==> src/rtl/mem_arbiter_pkg.sv <==
// Shared bus definitions: master indices, read_type size/sign codes and arbiter constants.
// Consumed by mem_arbiter and by the system bus that drives master 0.
package mem_arbiter_pkg;

    localparam int unsigned READ_TYPE_W = 3;
    localparam int unsigned STARVE_W    = 2;

    // A requester refused this many consecutive cycles wins the next one outright.
    localparam logic [STARVE_W-1:0] STARVE_LIMIT = STARVE_W'(2);

    typedef enum logic {
        MASTER_CPU = 1'b0,
        MASTER_DMA = 1'b1
    } master_e;

    typedef enum logic [READ_TYPE_W-1:0] {
        RT_BYTE   = 3'b000,
        RT_HALF   = 3'b001,
        RT_WORD   = 3'b010,
        RT_BYTE_U = 3'b100,
        RT_HALF_U = 3'b101
    } read_type_e;

    function automatic master_e other_master(input master_e m);
        return (m == MASTER_CPU) ? MASTER_DMA : MASTER_CPU;
    endfunction

endpackage

==> src/rtl/mem_arbiter.sv <==
// Two-master single-port memory arbiter: combinational grant and memory mux, one-cycle read return.
// Define MEM_ARBITER_FIXED_PRIO_EN for fixed master-0 priority (no round-robin, no starvation counters).
module mem_arbiter
    import mem_arbiter_pkg::*;
#(
    parameter int unsigned ADDR_W = 32,
    parameter int unsigned DATA_W = 32
) (
    input  logic                   clock,
    input  logic                   reset,

    input  logic                   m0_req,
    input  logic [ADDR_W-1:0]      m0_addr,
    input  logic                   m0_wen,
    input  logic [DATA_W-1:0]      m0_wdata,
    input  logic [READ_TYPE_W-1:0] m0_read_type,
    output logic                   m0_gnt,
    output logic                   m0_rvalid,
    output logic [DATA_W-1:0]      m0_rdata,

    input  logic                   m1_req,
    input  logic [ADDR_W-1:0]      m1_addr,
    input  logic                   m1_wen,
    input  logic [DATA_W-1:0]      m1_wdata,
    input  logic [READ_TYPE_W-1:0] m1_read_type,
    output logic                   m1_gnt,
    output logic                   m1_rvalid,
    output logic [DATA_W-1:0]      m1_rdata,

    output logic [ADDR_W-1:0]      memory_addr,
    output logic                   memory_write_en,
    output logic [DATA_W-1:0]      memory_write_data,
    output logic [READ_TYPE_W-1:0] memory_read_type,
    input  logic [DATA_W-1:0]      memory_read_data
);

    logic    rd_pending;
    master_e rd_owner;

`ifndef MEM_ARBITER_FIXED_PRIO_EN
    master_e             last_gnt;
    logic [STARVE_W-1:0] starve0;
    logic [STARVE_W-1:0] starve1;
    logic [STARVE_W-1:0] starve0_nxt;
    logic [STARVE_W-1:0] starve1_nxt;
`endif

    // Grant decision; nothing is granted while reset is held.
    always_comb begin
        m0_gnt = 1'b0;
        m1_gnt = 1'b0;
        if (!reset) begin
            if (m0_req && !m1_req) begin
                m0_gnt = 1'b1;
            end else if (m1_req && !m0_req) begin
                m1_gnt = 1'b1;
            end else if (m0_req && m1_req) begin
`ifdef MEM_ARBITER_FIXED_PRIO_EN
                m0_gnt = 1'b1;
`else
                if (starve0 == STARVE_LIMIT) begin
                    m0_gnt = 1'b1;
                end else if (starve1 == STARVE_LIMIT) begin
                    m1_gnt = 1'b1;
                end else if (other_master(last_gnt) == MASTER_CPU) begin
                    m0_gnt = 1'b1;
                end else begin
                    m1_gnt = 1'b1;
                end
`endif
            end
        end
    end

`ifndef MEM_ARBITER_FIXED_PRIO_EN
    // Consecutive refused-request counters, saturating at the limit.
    always_comb begin
        starve0_nxt = '0;
        starve1_nxt = '0;
        if (m0_req && !m0_gnt) begin
            starve0_nxt = (starve0 == STARVE_LIMIT) ? starve0 : starve0 + STARVE_W'(1);
        end
        if (m1_req && !m1_gnt) begin
            starve1_nxt = (starve1 == STARVE_LIMIT) ? starve1 : starve1 + STARVE_W'(1);
        end
    end

    always_ff @(posedge clock or posedge reset) begin
        if (reset) begin
            last_gnt <= MASTER_DMA;
            starve0  <= '0;
            starve1  <= '0;
        end else begin
            starve0 <= starve0_nxt;
            starve1 <= starve1_nxt;
            if (m0_gnt) begin
                last_gnt <= MASTER_CPU;
            end else if (m1_gnt) begin
                last_gnt <= MASTER_DMA;
            end
        end
    end
`endif

    // Memory port follows the granted master; idle bus is all zeros.
    always_comb begin
        memory_addr       = '0;
        memory_write_en   = 1'b0;
        memory_write_data = '0;
        memory_read_type  = '0;
        if (m0_gnt) begin
            memory_addr       = m0_addr;
            memory_write_en   = m0_wen;
            memory_write_data = m0_wdata;
            memory_read_type  = m0_read_type;
        end else if (m1_gnt) begin
            memory_addr       = m1_addr;
            memory_write_en   = m1_wen;
            memory_write_data = m1_wdata;
            memory_read_type  = m1_read_type;
        end
    end

    // Remember who issued the read so the next-cycle memory data is steered back to it.
    always_ff @(posedge clock or posedge reset) begin
        if (reset) begin
            rd_pending <= 1'b0;
            rd_owner   <= MASTER_CPU;
        end else begin
            rd_pending <= (m0_gnt && !m0_wen) || (m1_gnt && !m1_wen);
            if (m0_gnt && !m0_wen) begin
                rd_owner <= MASTER_CPU;
            end else if (m1_gnt && !m1_wen) begin
                rd_owner <= MASTER_DMA;
            end
        end
    end

    always_comb begin
        m0_rvalid = rd_pending && (rd_owner == MASTER_CPU);
        m1_rvalid = rd_pending && (rd_owner == MASTER_DMA);
        m0_rdata  = m0_rvalid ? memory_read_data : '0;
        m1_rdata  = m1_rvalid ? memory_read_data : '0;
    end

endmodule

==> config.mk <==
export PLATFORM = sky130hd
export DESIGN_NAME = mem_arbiter
export DESIGN_NICKNAME = d
export VERILOG_FILES = /design/src/rtl/mem_arbiter_pkg.sv /design/src/rtl/mem_arbiter.sv
export SDC_FILE = /design/constraint.sdc
export NUM_CORES = 1
export LEC_CHECK = 0
export BUFFER_PORTS_ARGS = -buffer_cell sky130_fd_sc_hd__buf_2
export CAP_MARGIN = 15
export CORE_AREA = 2 2 118 120
export DETAILED_ROUTE_END_ITERATION = 8
export DIE_AREA = 0 0 120 122
export SYNTH_ARGS = -nofsm -noshare
export SYNTH_HDL_FRONTEND = slang
export SYNTH_SLANG_ARGS = --single-unit
==> constraint.sdc <==
create_clock -name clock -period 1.65 [get_ports clock]
set_clock_uncertainty 0.1 [all_clocks]
set_input_delay 0.165 -clock clock [delete_from_list [all_inputs] [get_ports clock]]
set_output_delay 0.165 -clock clock [all_outputs]
set_load 0.005 [all_outputs]
== Word-level counts from Yosys, hierarchy flattened ==
Index checks and enable logic that the tools add are counted.

* Register bits after elaboration: 7
* Input bits: 172
* Output and inout bits: 136

* Add/subtract/negate cells: 2
* Equal/unequal tests: 4
* Mux-type cells: 32
* Bitwise logic cells: 1
* Reductions and logical operators: 18

{| class="wikitable"
|+ Operator list
! kind !! count
|-
| $mux W32 || 6
|-
| $mux W1 || 20
|-
| $logic_and A1 B1 Y1 || 9
|-
| $mux W2 || 4
|-
| $logic_not A1 Y1 || 6
|-
| $mux W3 || 2
|-
| $add A2 B1 Y2 const B || 2
|-
| $eq A2 B2 Y1 const B || 2
|-
| $ne A2 B2 Y1 const B || 2
|-
| $reduce_bool A2 Y1 || 2
|-
| $logic_or A1 B1 Y1 || 1
|-
| $not A1 Y1 || 1
|}

== Depth between registers and ports, before layout ==
* Depth in word-level cells: 10
* Gate-level depth with buffers: 7
* Mapped depth without buffers: 5

== Worst setup path after synthesis ==
OpenSTA, ideal clock, no wires.

* Path type: reg-to-output
* Start point: register starve1[0]
* End point: output port memory_addr[0]
* Arrival: 1585 ps
* Required time: 1385 ps
* Path slack: -200 ps
* Cell stages (with the launch flop): 8
* Path buffers: 2
* Path through: dfrtp_1 > inv_1 > ha_1 > nand2b_1 > a311oi_2 > buf_2 > buf_6 > a22o_1

* Word-level cells in the longest chain between the ends: 9

{| class="wikitable"
|+ Ends and longest elaborated chain
! item !! line !! RTL
|-
| from (decl) || mem_arbiter.sv:43 || <nowiki>logic [STARVE_W-1:0] starve1;</nowiki>
|-
| from (signal assigned) || mem_arbiter.sv:95 || <nowiki>starve1 <= starve1_nxt;</nowiki>
|-
| $eq A2 B2 Y1 (*) || mem_arbiter.sv:63 || <nowiki>end else if (starve1 == STARVE_LIMIT) begin</nowiki>
|-
| $mux W1 || mem_arbiter.sv:63 ||
|-
| $mux W1 || mem_arbiter.sv:61 || <nowiki>if (starve0 == STARVE_LIMIT) begin</nowiki>
|-
| $mux W1 || mem_arbiter.sv:57 || <nowiki>end else if (m0_req && m1_req) begin</nowiki>
|-
| $mux W1 || mem_arbiter.sv:55 || <nowiki>end else if (m1_req && !m0_req) begin</nowiki>
|-
| $mux W1 || mem_arbiter.sv:53 || <nowiki>if (m0_req && !m1_req) begin</nowiki>
|-
| $mux W1 || mem_arbiter.sv:52 || <nowiki>if (!reset) begin</nowiki>
|-
| $mux W32 || mem_arbiter.sv:116 || <nowiki>end else if (m1_gnt) begin</nowiki>
|-
| $mux W32 (*) || mem_arbiter.sv:111 || <nowiki>if (m0_gnt) begin</nowiki>
|-
| to (decl) || mem_arbiter.sv:30 || <nowiki>output logic [ADDR_W-1:0] memory_addr,</nowiki>
|}

Mark *: on every way between the ends. The rest lies on a longest branch, timed or not.

== Worst setup path in the final report ==
* Start point: register starve0[0]
* End point: output port memory_write_data[1]

* Word-level cells in the longest chain between the ends: 8

{| class="wikitable"
|+ Ends and longest elaborated chain
! item !! line !! RTL
|-
| from (decl) || mem_arbiter.sv:42 || <nowiki>logic [STARVE_W-1:0] starve0;</nowiki>
|-
| from (signal assigned) || mem_arbiter.sv:94 || <nowiki>starve0 <= starve0_nxt;</nowiki>
|-
| $eq A2 B2 Y1 (*) || mem_arbiter.sv:61 ||
|-
| $mux W1 || mem_arbiter.sv:61 ||
|-
| $mux W1 || mem_arbiter.sv:57 ||
|-
| $mux W1 || mem_arbiter.sv:55 ||
|-
| $mux W1 || mem_arbiter.sv:53 ||
|-
| $mux W1 || mem_arbiter.sv:52 ||
|-
| $mux W32 || mem_arbiter.sv:116 ||
|-
| $mux W32 (*) || mem_arbiter.sv:111 ||
|-
| to (decl) || mem_arbiter.sv:32 || <nowiki>output logic [DATA_W-1:0] memory_write_data,</nowiki>
|}

Marked as above.

==> results by group <==
Hold path
  – HP Class: input port to flip-flop
  – Hold_sp: m1_req
  – Min-Delay Endpoint: starve1[1]$_DFFE_PP0P_
  – WHS Path Cells: 2

Route
  – Residual DRC: 0
  – WL/cell: 14.4 microns
  – Via count: 2893
  – Post-route ant nets: 0
  – DR pass1 iterations: 4
  – DRT iter0 DRCs: 131
  – Routed WL: 10.2 mm
  – Via/cell ratio: 4.12

Placement
  – Final GP Congestion: 0.810
  – Placed Area: 3470 sq um
  – Dpl hpwl: 8.10 mm
  – Dpl ws: -0.388 ns
  – Port bufs: 307

Critical path
  – Most used cell, CP: buf_12
  – Slowest CP cell: dfrtp_1
  – Worst r2r path cells: 9
  – Critical Path Start Type: flip-flop
  – Worst setup EP type: output port
  – Register-to-register setup slack: -0.24 ns
  – Buffers & Inverters on Critical Path: 5
  – Crit-path max FO: 24
  – WS Path Type: flip-flop to output port
  – Top delay family on crit path: buffers and inverters
  – Worst Path Arrival: 1.94 ns
  – RR Startpoint: starve0[0]$_DFFE_PP0P_
  – WP data required: 1.38 ns
  – Crit path largest cell delay: 0.38 ns
  – Worst reg2reg path endpoint: rd_pending$_DFF_PP0_
  – Cell Chain, Critical Path: inv_1, ha_2, inv_2, a311oi_4, buf_12, buf_12, a22o_1, buf_2

Global routing
  – GR peak layer: met2
  – Met3 Track Usage GR: 0.0239
  – Initial antenna violation count: 0
  – Vias in the first global route: 2505
  – GRT Overall Usage: 0.112
  – First-pass GRT wire length: 13.0 mm
  – GR met2 Demand/Resource: 0.201
  – GRT overflow: 0
  – Met1 Usage GRT: 0.145
  – Pin count of the biggest net entering global routing: 35

Power
  – Leak pwr: 2.44 nW
  – Maximum vdd drop: 0.589 mV
  – Tot Pwr: 2.29 mW
  – Pwr/cell area: 596 nW/um^2

Synth
  – Most common flop cell mapped by yosys: dfrtp_1
  – #FFs+latches synth: 7
  – Dominant cell by count in the synthesized netlist: a22o_1
  – Synth Area in Adders: 0.0158
  – Ranking of synthesized cells by area: a22o_1 38%, and2_1 13%, and3_1 13%
  – Synthesized area per cell: 8.20 sq um
  – Yosys cell types: 24
  – Post-Syn Area: 1580 sq um
  – Synth Area in Simple Gates: 0.297
  – Syn. warnings: 0
  – Synth Instances: 193
  – Top post-synthesis cells by count: 68 x a22o_1, 33 x and2_1, 32 x and3_1, 13 x buf_6, 9 x clkbuf_1
  – Largest area contributor in the netlist: a22o_1
  – Synth top area share: 0.376
  – Async S/R FF share, synth: 1.00
  – Post-synth EDFFs: 0
  – Synth Area in Compound Gates: 0.428
  – Post-synthesis sequential area ratio: 0.111
  – Mux contribution to synthesized area: 0
  – Largest family of logic cells by synthesized area: compound AO/OA/AOI/OAI gates
  – Post-Synth XOR/XNOR Area: 0.0111
  – Syn Nets: 367

Clock tree
  – CTS H-tree depth: 1
  – Total CTS buffers: 3
  – CTS tree: done
  – Worst-Skew Late Latency: 0.23 ns
  – CTS max path bufs: 2
  – Root Buffer: clkbuf_16
  – Clock Pin Slew Worst Setup and Hold Paths: 0.04 ns
  – Count of clock tree sinks: 7

Timing
  – Fmax: 454 MHz
  – Hold Fails Final Rpt: 0
  – Final worst setup slack: -0.553 ns
  – Min Tclk post-route: 2.20 ns
  – Rel. slew slack: 0.727
  – Worst hold slack: 0.147 ns
  – Max Slew Vio Count: 0
  – Measured slew at the worst slew-check pin: 0.400 ns
  – Final setup fails: 75
  – Total Neg Setup Slack: -35.22 ns
  – Period utilization: 1.34
  – Unrepaired setup endpoints after global routing: true

Final layout
  – Fraction of layout cells with a size suffix above 1: 0.696
  – Area growth from synthesis to layout: 143%
  – Nets@finish: 698
  – ANT cells: 0
  – Final Cell Area: 3840 sq um

Status
  – Failing checks: setup timing
  – Status: finished, violations left

Die
  – Cell Rows: 43
  – Die ar.: 14600 sq um
  – Top-Level Pins: 308
  – Core area: 13500 sq um
  – Die X-Extent: 120 microns
  – Die height: 122 microns
  – Initial cell density of the core: 0.117

Flow run
  – Max-Cap Viols: 0
## cells in the final DEF, fill, tap and decap left out, drive strengths merged, types with 6 or more instances in the layout
cell	Yosys	final
a22o	68	68
and2	33	33
and3	32	32
buf	15	346
clkbuf	9	7
dfrtp	6	6
inv	7	7
## per-layer routing
metal	part of all wire	wire length, microns	vias up
li1	-	-	1404
met1	0.39	3930	1294
met5	0	0	-
met3	0.11	1080	2
met4	0.00039	4	0
met2	0.51	5140	193
## final cells by class
class                   instances  area, sq um
clock buffers                   4         78.8
well taps                     180          225
fillers                      1471         9660
flip-flops and latches          7          176
repair buffers                350         2100
multi-input cells             155         1240
inverters                       7         26.3
## sequential cells by signal (all words and copies together), names as in the netlist
register and count:
starve0 2, rd_owner 1, rd_pending 1, starve1 2, last_gnt 1
## cell families after synthesis
kind of cell | count (synthesis)
AND/OR/NAND/NOR | 75
adder cells (fa/ha/maj) | 2
flip-flops | 7
AO/OA/AOI/OAI | 76
buffers and inverters | 31
XOR/XNOR | 2
## repair_timing
item,CTS,global route
gates cloned,1,5
resized for setup,15,14
buffers inserted,1,4
endpoints found under the hold margin,6,0
hold buffers,1,0
pin swaps,1,24
setup endpoints to repair,75,77
## worst register-to-register path: stages, from the launching register on
cell and delay, ns:
dfrtp_1 0.38, inv_1 0.07, ha_2 0.19, inv_2 0.05, a311oi_4 0.37, buf_6 0.21
buf_6 0.15, buf_12 0.11, buf_8 0.11, a21o_1 0.10
## where the power goes
| part | switching [mW] | internal [mW] |
|---|---|---|
| registers | 0.0279 | 0.223 |
| logic | 0.716 | 0.910 |
| clock network | 0.0904 | 0.321 |
| total | 0.834 | 1.45 |
## worst max path at each step
stage | to | startpoint | depth (start not counted) | slack (ns)
global placement | memory_write_data[25] | starve1[0]$_DFFE_PP0P_ | 8 | -0.35
floorplan | memory_addr[11] | starve1[0]$_DFFE_PP0P_ | 6 | -0.17
CTS | memory_write_data[1] | starve0[0]$_DFFE_PP0P_ | 8 | -0.53
global route | memory_write_data[0] | starve0[0]$_DFFE_PP0P_ | 8 | -0.64
detailed placement | memory_write_data[1] | starve1[1]$_DFFE_PP0P_ | 7 | -0.39
finish | memory_write_data[1] | starve0[0]$_DFFE_PP0P_ | 8 | -0.55
## metrics by stage
step,cells,util
6_report,703,0.284
5_1_grt,703,0.284
4_1_cts,695,0.270
3_5_place_dp,688,0.257
3_3_place_gp,688,0.257
2_1_floorplan,193,-
Note: power is estimated with default switching activity, not from simulation.
